File: src/rtl/key_display_pkg.sv
// Shared constants, FSM state type and key/segment helpers for key_entry_display.
package key_display_pkg;

  // Segment patterns, bit6=g .. bit0=a, active-high.
  localparam logic [6:0] SEG_1     = 7'b0000110;
  localparam logic [6:0] SEG_2     = 7'b1011011;
  localparam logic [6:0] SEG_3     = 7'b1001111;
  localparam logic [6:0] SEG_4     = 7'b1100110;
  localparam logic [6:0] SEG_BLANK = 7'b0000000;
  localparam logic [6:0] SEG_DASH  = 7'b1000000;

  typedef enum logic [1:0] {
    ST_IDLE     = 2'd0,
    ST_DEBOUNCE = 2'd1,
    ST_HELD     = 2'd2,
    ST_RELEASE  = 2'd3
  } kd_state_e;

  // key[3] is digit 1 (code 0) down to key[0] as digit 4 (code 3).
  function automatic logic [1:0] key_to_code(input logic [3:0] key);
    logic [1:0] code;
    code = 2'd0;
    if (key[3])      code = 2'd0;
    else if (key[2]) code = 2'd1;
    else if (key[1]) code = 2'd2;
    else if (key[0]) code = 2'd3;
    return code;
  endfunction

  function automatic logic [6:0] code_to_seg(input logic [1:0] code);
    logic [6:0] seg;
    case (code)
      2'd0:    seg = SEG_1;
      2'd1:    seg = SEG_2;
      2'd2:    seg = SEG_3;
      default: seg = SEG_4;
    endcase
    return seg;
  endfunction

  function automatic logic is_one_hot(input logic [3:0] key);
    return (key != 4'd0) && ((key & 4'(key - 4'd1)) == 4'd0);
  endfunction

endpackage

File: src/rtl/key_sync_debounce.sv
// Synchronises the raw key pad and debounces presses/releases.
// accept_pulse / invalid_pulse / accept_code are combinational strobes,
// valid during the cycle in which a press becomes debounced; the parent
// registers them.
//
// state       | meaning
// ------------+-----------------------------------------------------
// ST_IDLE     | no key seen, ready for a new press
// ST_DEBOUNCE | candidate pattern seen, counting stable cycles
// ST_HELD     | press accepted (or rejected), waiting for release
// ST_RELEASE  | keys released, counting stable zero cycles
module key_sync_debounce
  import key_display_pkg::*;
#(
  parameter int DEBOUNCE_CYCLES = 4
) (
  input  logic       clock,
  input  logic       reset_n,
  input  logic [3:0] key,
  output logic       accept_pulse,
  output logic [1:0] accept_code,
  output logic       invalid_pulse
);

  localparam int DB_W = (DEBOUNCE_CYCLES < 2) ? 1 : $clog2(DEBOUNCE_CYCLES + 1);
  // cnt holds the number of stable cycles already seen; the next stable
  // sample completes the run when cnt equals DB_LAST.
  localparam logic [DB_W-1:0] DB_LAST = DB_W'(DEBOUNCE_CYCLES - 1);
  localparam logic [DB_W-1:0] DB_ONE  = DB_W'(1);

  logic [3:0]      sync1_q, key_s_q;
  logic [3:0]      cand_q, cand_d;
  logic [DB_W-1:0] cnt_q, cnt_d;
  kd_state_e       state_q, state_d;
  logic            judge_en;
  logic [3:0]      judge_key;

  // Two-flop synchroniser on the raw pins.
  always_ff @(posedge clock) begin
    if (!reset_n) begin
      sync1_q <= 4'd0;
      key_s_q <= 4'd0;
    end else begin
      sync1_q <= key;
      key_s_q <= sync1_q;
    end
  end

  // FSM state, candidate and run counter registers.
  always_ff @(posedge clock) begin
    if (!reset_n) begin
      state_q <= ST_IDLE;
      cand_q  <= 4'd0;
      cnt_q   <= '0;
    end else begin
      state_q <= state_d;
      cand_q  <= cand_d;
      cnt_q   <= cnt_d;
    end
  end

  // Next-state logic; a completed press run is judged one-hot or not.
  always_comb begin
    state_d   = state_q;
    cand_d    = cand_q;
    cnt_d     = cnt_q;
    judge_en  = 1'b0;
    judge_key = cand_q;
    case (state_q)
      ST_IDLE: begin
        if (key_s_q != 4'd0) begin
          cand_d = key_s_q;
          cnt_d  = DB_ONE;
          if (DEBOUNCE_CYCLES == 1) begin
            state_d   = ST_HELD;
            judge_en  = 1'b1;
            judge_key = key_s_q;
          end else begin
            state_d = ST_DEBOUNCE;
          end
        end
      end
      ST_DEBOUNCE: begin
        if (key_s_q == 4'd0) begin
          state_d = ST_IDLE;
        end else if (key_s_q != cand_q) begin
          // A different pattern restarts the run.
          cand_d = key_s_q;
          cnt_d  = DB_ONE;
          if (DEBOUNCE_CYCLES == 1) begin
            state_d   = ST_HELD;
            judge_en  = 1'b1;
            judge_key = key_s_q;
          end
        end else if (cnt_q == DB_LAST) begin
          state_d   = ST_HELD;
          judge_en  = 1'b1;
          judge_key = cand_q;
        end else begin
          cnt_d = cnt_q + DB_ONE;
        end
      end
      ST_HELD: begin
        if (key_s_q == 4'd0) begin
          cnt_d = DB_ONE;
          if (DEBOUNCE_CYCLES == 1) state_d = ST_IDLE;
          else                      state_d = ST_RELEASE;
        end
      end
      ST_RELEASE: begin
        if (key_s_q != 4'd0) begin
          state_d = ST_HELD;
        end else if (cnt_q == DB_LAST) begin
          state_d = ST_IDLE;
        end else begin
          cnt_d = cnt_q + DB_ONE;
        end
      end
      default: state_d = ST_IDLE;
    endcase
  end

  // Press verdict strobes.
  always_comb begin
    accept_pulse  = judge_en && is_one_hot(judge_key);
    invalid_pulse = judge_en && !is_one_hot(judge_key);
    accept_code   = key_to_code(judge_key);
  end

endmodule

File: src/rtl/key_entry_display.sv
// Key entry buffer with 7-segment drive for the lock keypad.
// Build option: define KEY_ENTRY_MASK_EN to show a dash on every occupied
// display instead of the digit (code_out still carries the real digits).
module key_entry_display
  import key_display_pkg::*;
#(
  parameter int DIGITS          = 4,
  parameter int DEBOUNCE_CYCLES = 4,
  localparam int CNT_W          = $clog2(DIGITS + 1)
) (
  input  logic                  clock,
  input  logic                  reset_n,
  input  logic [3:0]            key,
  input  logic                  clear,
  output logic [7*DIGITS-1:0]   seg_out,
  output logic [2*DIGITS-1:0]   code_out,
  output logic [CNT_W-1:0]      count,
  output logic                  full,
  output logic                  entry_pulse,
  output logic                  invalid_pulse
);

  localparam logic [CNT_W-1:0] CNT_FULL = CNT_W'(DIGITS);

  logic             accept;
  logic             reject;
  logic [1:0]       accept_code;

  logic [1:0]       buf_q [DIGITS];
  logic [1:0]       buf_d [DIGITS];
  logic [CNT_W-1:0] count_q, count_d;
  logic             full_q, full_d;
  logic             entry_pulse_q, entry_pulse_d;
  logic             invalid_pulse_q, invalid_pulse_d;
  logic [7*DIGITS-1:0] seg_q, seg_d;

  key_sync_debounce #(
    .DEBOUNCE_CYCLES(DEBOUNCE_CYCLES)
  ) u_debounce (
    .clock         (clock),
    .reset_n       (reset_n),
    .key           (key),
    .accept_pulse  (accept),
    .accept_code   (accept_code),
    .invalid_pulse (reject)
  );

  // Buffer shift/clear, count and display patterns for the next cycle.
  always_comb begin
    buf_d           = buf_q;
    count_d         = count_q;
    entry_pulse_d   = accept;
    invalid_pulse_d = reject;
    seg_d           = '0;
    if (clear) begin
      // Clear beats a simultaneous accept; the strobe still fires.
      for (int d = 0; d < DIGITS; d++) buf_d[d] = 2'd0;
      count_d = '0;
    end else if (accept && (count_q != CNT_FULL)) begin
      for (int d = DIGITS - 1; d > 0; d--) buf_d[d] = buf_q[d-1];
      buf_d[0] = accept_code;
      count_d  = count_q + CNT_W'(1);
    end
    full_d = (count_d == CNT_FULL);
    for (int d = 0; d < DIGITS; d++) begin
      if (CNT_W'(d) < count_d) begin
`ifdef KEY_ENTRY_MASK_EN
        seg_d[7*d +: 7] = SEG_DASH;
`else
        seg_d[7*d +: 7] = code_to_seg(buf_d[d]);
`endif
      end else begin
        buf_d[d]        = 2'd0;
        seg_d[7*d +: 7] = SEG_BLANK;
      end
    end
  end

  // Output and buffer registers.
  always_ff @(posedge clock) begin
    if (!reset_n) begin
      for (int d = 0; d < DIGITS; d++) buf_q[d] <= 2'd0;
      count_q         <= '0;
      full_q          <= 1'b0;
      entry_pulse_q   <= 1'b0;
      invalid_pulse_q <= 1'b0;
      seg_q           <= '0;
    end else begin
      buf_q           <= buf_d;
      count_q         <= count_d;
      full_q          <= full_d;
      entry_pulse_q   <= entry_pulse_d;
      invalid_pulse_q <= invalid_pulse_d;
      seg_q           <= seg_d;
    end
  end

  for (genvar g = 0; g < DIGITS; g++) begin : g_code
    assign code_out[2*g +: 2] = buf_q[g];
  end

  assign seg_out       = seg_q;
  assign count         = count_q;
  assign full          = full_q;
  assign entry_pulse   = entry_pulse_q;
  assign invalid_pulse = invalid_pulse_q;

endmodule

File: config.mk
export PLATFORM = sky130hd
export DESIGN_NAME = key_entry_display
export DESIGN_NICKNAME = d
export VERILOG_FILES = /design/src/rtl/key_display_pkg.sv /design/src/rtl/key_sync_debounce.sv /design/src/rtl/key_entry_display.sv
export SDC_FILE = /design/constraint.sdc
export NUM_CORES = 1
export LEC_CHECK = 0
export ABC_CLOCK_PERIOD_IN_PS = 4300
export CORE_UTILIZATION = 50
export CTS_CLUSTER_SIZE = 16
export DETAILED_ROUTE_END_ITERATION = 10
export PLACE_DENSITY = 0.85
export SLEW_MARGIN = 20
export SYNTH_ARGS = -nofsm -noshare
export SYNTH_HDL_FRONTEND = slang
export SYNTH_HIERARCHICAL = 1
export SYNTH_SLANG_ARGS = --single-unit
File: constraint.sdc
create_clock -name clock -period 4.3 [get_ports clock]
set_input_delay 1.29 -clock clock [delete_from_list [all_inputs] [get_ports clock]]
set_output_delay 1.29 -clock clock [all_outputs]
set_load 0.01 [all_outputs]
==> flow_summary.json <==
{
  "synth_cell_types": 46,
  "setup_tns_ps": 0,
  "syn_inst": 249,
  "clk_pin_slew_ps": 90,
  "grt_first_pass_wirelength_um": 7580,
  "grtUsageTotal_pct": 18.8,
  "dp_hpwl_um": 3170,
  "start_util_pct": 52.1,
  "drt_iter0_markers": 96,
  "seq_area_frac_synth_pct": 44.7,
  "fmax_mhz": 316,
  "vdd_drop_max_v": 0.000219,
  "stdcell_count": 357,
  "ys_seq_elements": 55,
  "hold_viol_final": 0,
  "finalCritPeriodShare_pct": 73.7,
  "antenna_found_initial": 0,
  "synth-main-ff-cell": "dfxtp_1",
  "grt.overflow.total": 0,
  "worst_slew_pin_slew_ps": 617,
  "synth_area_um2": 2460,
  "dp_cells": 349,
  "postCtsSetupRepairBufs": 0,
  "drt-total-wl_um": 4470,
  "post_drt_wl_per_cell_um": 12.5,
  "setup-violations-final": 0,
  "viasPerCell": 5.07,
  "syn-num-nets": 275,
  "drc": 0,
  "async_reset_ff_share_pct": 0,
  "drtAntennaViolNets": 0,
  "crit_required_ps": 4510,
  "synth.area.top_cells": "dfxtp_1 (45%), ha_1 (9.7%), and2_1 (5.1%), nand2_1 (3.7%), nor2b_1 (2.8%)",
  "synth_top_area_share_pct": 44.7,
  "clock_sinks": 55,
  "diodes": 0,
  "die_w_um": 72.2,
  "clk-insertion-delay-late_ps": 300,
  "yosysWarningCount": 6,
  "yosysTopAreaCell": "dfxtp_1",
  "gp_congestion": 0.811,
  "slew_viol_final": 0,
  "dieArea_um2": 5210,
  "portBuffers": 48,
  "dieHeight_um": 72.2,
  "tritoncts": "yes",
  "drv_cap": 0,
  "nets": 315,
  "p_leak_nw": 1.21,
  "via_count": 1809,
  "max_slew_margin_pct": 58.6,
  "grt_start_max_net_pins": 31,
  "cts_root_buffer": "clkbuf_8",
  "run_status": "complete, no violations",
  "cp_data_arrival_time_ps": 3380,
  "rsz0062_at_grt": "no",
  "reg2reg_slack_ps": 1130,
  "syn2layout_area_growth_pct": 23.8,
  "grt_pass1_vias": 1641,
  "final.setup_skew_ps": 6.13,
  "setup.worst_path.class": "reg2reg",
  "power_density_nw_per_um2": 299,
  "rows": 25,
  "cts-hold-fix-buffers": 0,
  "cts_resized": 0,
  "cp-start-kind": "register",
  "ios": 49,
  "h-tree-depth": 2,
  "synth_edf_count": 0,
  "avgSynthCellArea_um2": 9.89,
  "dr.pass1.iters": 4,
  "coreArea_um2": 4720,
  "end_kind": "register",
  "numCtsBuffers": 5,
  "period_minus_slack_ps": 3170,
  "clock_path_buffers": 2,
  "crit_fanout": 11,
  "layout-drive-gt1-share_pct": 8.62,
  "fillers": 352,
  "hp-class": "reg2reg"
}
==> per-stage QoR <==
stage	util [%]	worst slack (ps)	hold slack [ps]	total power [W]	cell area, µm²
global placement	62.3	1190	408	0.000614	2940
CTS	64.5	1120	442	0.000918	3050
global route	64.5	797	466	0.000948	3050
floorplan	-	1470	406	0.000600	2460
finish	64.5	1130	436	0.000910	3050
detailed placement	62.3	1110	419	0.000618	2940
==> power breakdown <==
group	switching, W	internal [W]	total (W)
registers	0.0000133	0.000518	0.000532
clock network	0.000157	0.000147	0.000304
logic	0.0000402	0.0000349	0.0000751
total	0.000211	0.000700	0.000910
==> layer usage <==
layer / vias to the layer above / wire (µm) / global-route usage (%) / part of all wire [%]
met5: - / 0 / 0 / 0
met4: 0 / 91 / 8.50 / 2.0
met3: 9 / 188 / 4.44 / 4.2
met2: 47 / 2170 / 30.4 / 48
met1: 837 / 2020 / 23.8 / 45
li1: 916 / - / - / -
==> cell usage in the layout (no fill, tap or decap), drive strengths merged, types with 5 or more instances in the layout <==
master	n
dfxtp	55
clkdlybuf4s50	48
nand2	24
and2	20
ha	19
inv	17
nor2	14
nor2b	11
clkbuf	7
a21oi	6
a31oi	6
xor2	6
a21o	5
nand4	5
nor4b	5
==> worst max-delay path, stage by stage, from the launching register on <==
cell and delay, ps:
dfxtp_1 360, ha_1 200, nor2b_1 420, nand3_2 150, nor3_1 380, a21boi_2 600
nand2_1 110, a21oi_1 340, inv_1 90, ha_1 300, and2_1 130
==> synth_stat cells, types with 5 or more instances <==
| cell | n |
|---|---|
| dfxtp_1 | 55 |
| nand2_1 | 24 |
| and2_1 | 20 |
| ha_1 | 19 |
| inv_1 | 17 |
| nor2_1 | 14 |
| nor2b_1 | 11 |
| a21oi_1 | 6 |
| a31oi_1 | 6 |
| buf_2 | 6 |
| a21o_1 | 5 |
| buf_4 | 5 |
| clkbuf_1 | 5 |
| nand4_1 | 5 |
| xor2_1 | 5 |
==> cell families (layout without fill, tap and decap cells) <==
logic type      after synthesis  after routing  synth area share, %
simple gates                 98             98                 23.7
buf+inv                      34             75                 6.56
xor+xnor                      7              7                 3.10
fa+ha+maj                    19             19                 9.65
flops                        55             55                 44.7
compound gates               36             36                 12.3
==> state kept, by name, summed over array words and instances, names as in the netlist, named ones only <==
register	count
seg_out	24
code_out	8
u_debounce/cand_q	4
u_debounce/key_s_q	4
u_debounce/sync1_q	4
count	3
u_debounce/cnt_q	3
entry_pulse	1
full	1
invalid_pulse	1
u_debounce/state_q	1
==> worst paths after layout <==
path                          from                     to  cells after the start
max            u_debounce/cnt_q[0]            seg_out[24]                     10
min reg2reg  u_debounce/sync1_q[2]  u_debounce/key_s_q[2]                      1
max reg2reg    u_debounce/cnt_q[0]            seg_out[24]                     10
min          u_debounce/sync1_q[2]  u_debounce/key_s_q[2]                      1
==> area by class of cell <==
type,count,area (µm²),share of cell area (%)
tap,67,83.8,2.75
clock buffer,7,96.3,3.16
timing repair buffer,50,495,16.3
clock inverter,1,7.51,0.246
multi-input combinational,160,1200,39.4
inverter,17,63.8,2.09
sequential,55,1100,36.1
Note: power is estimated with default switching activity, not from simulation.
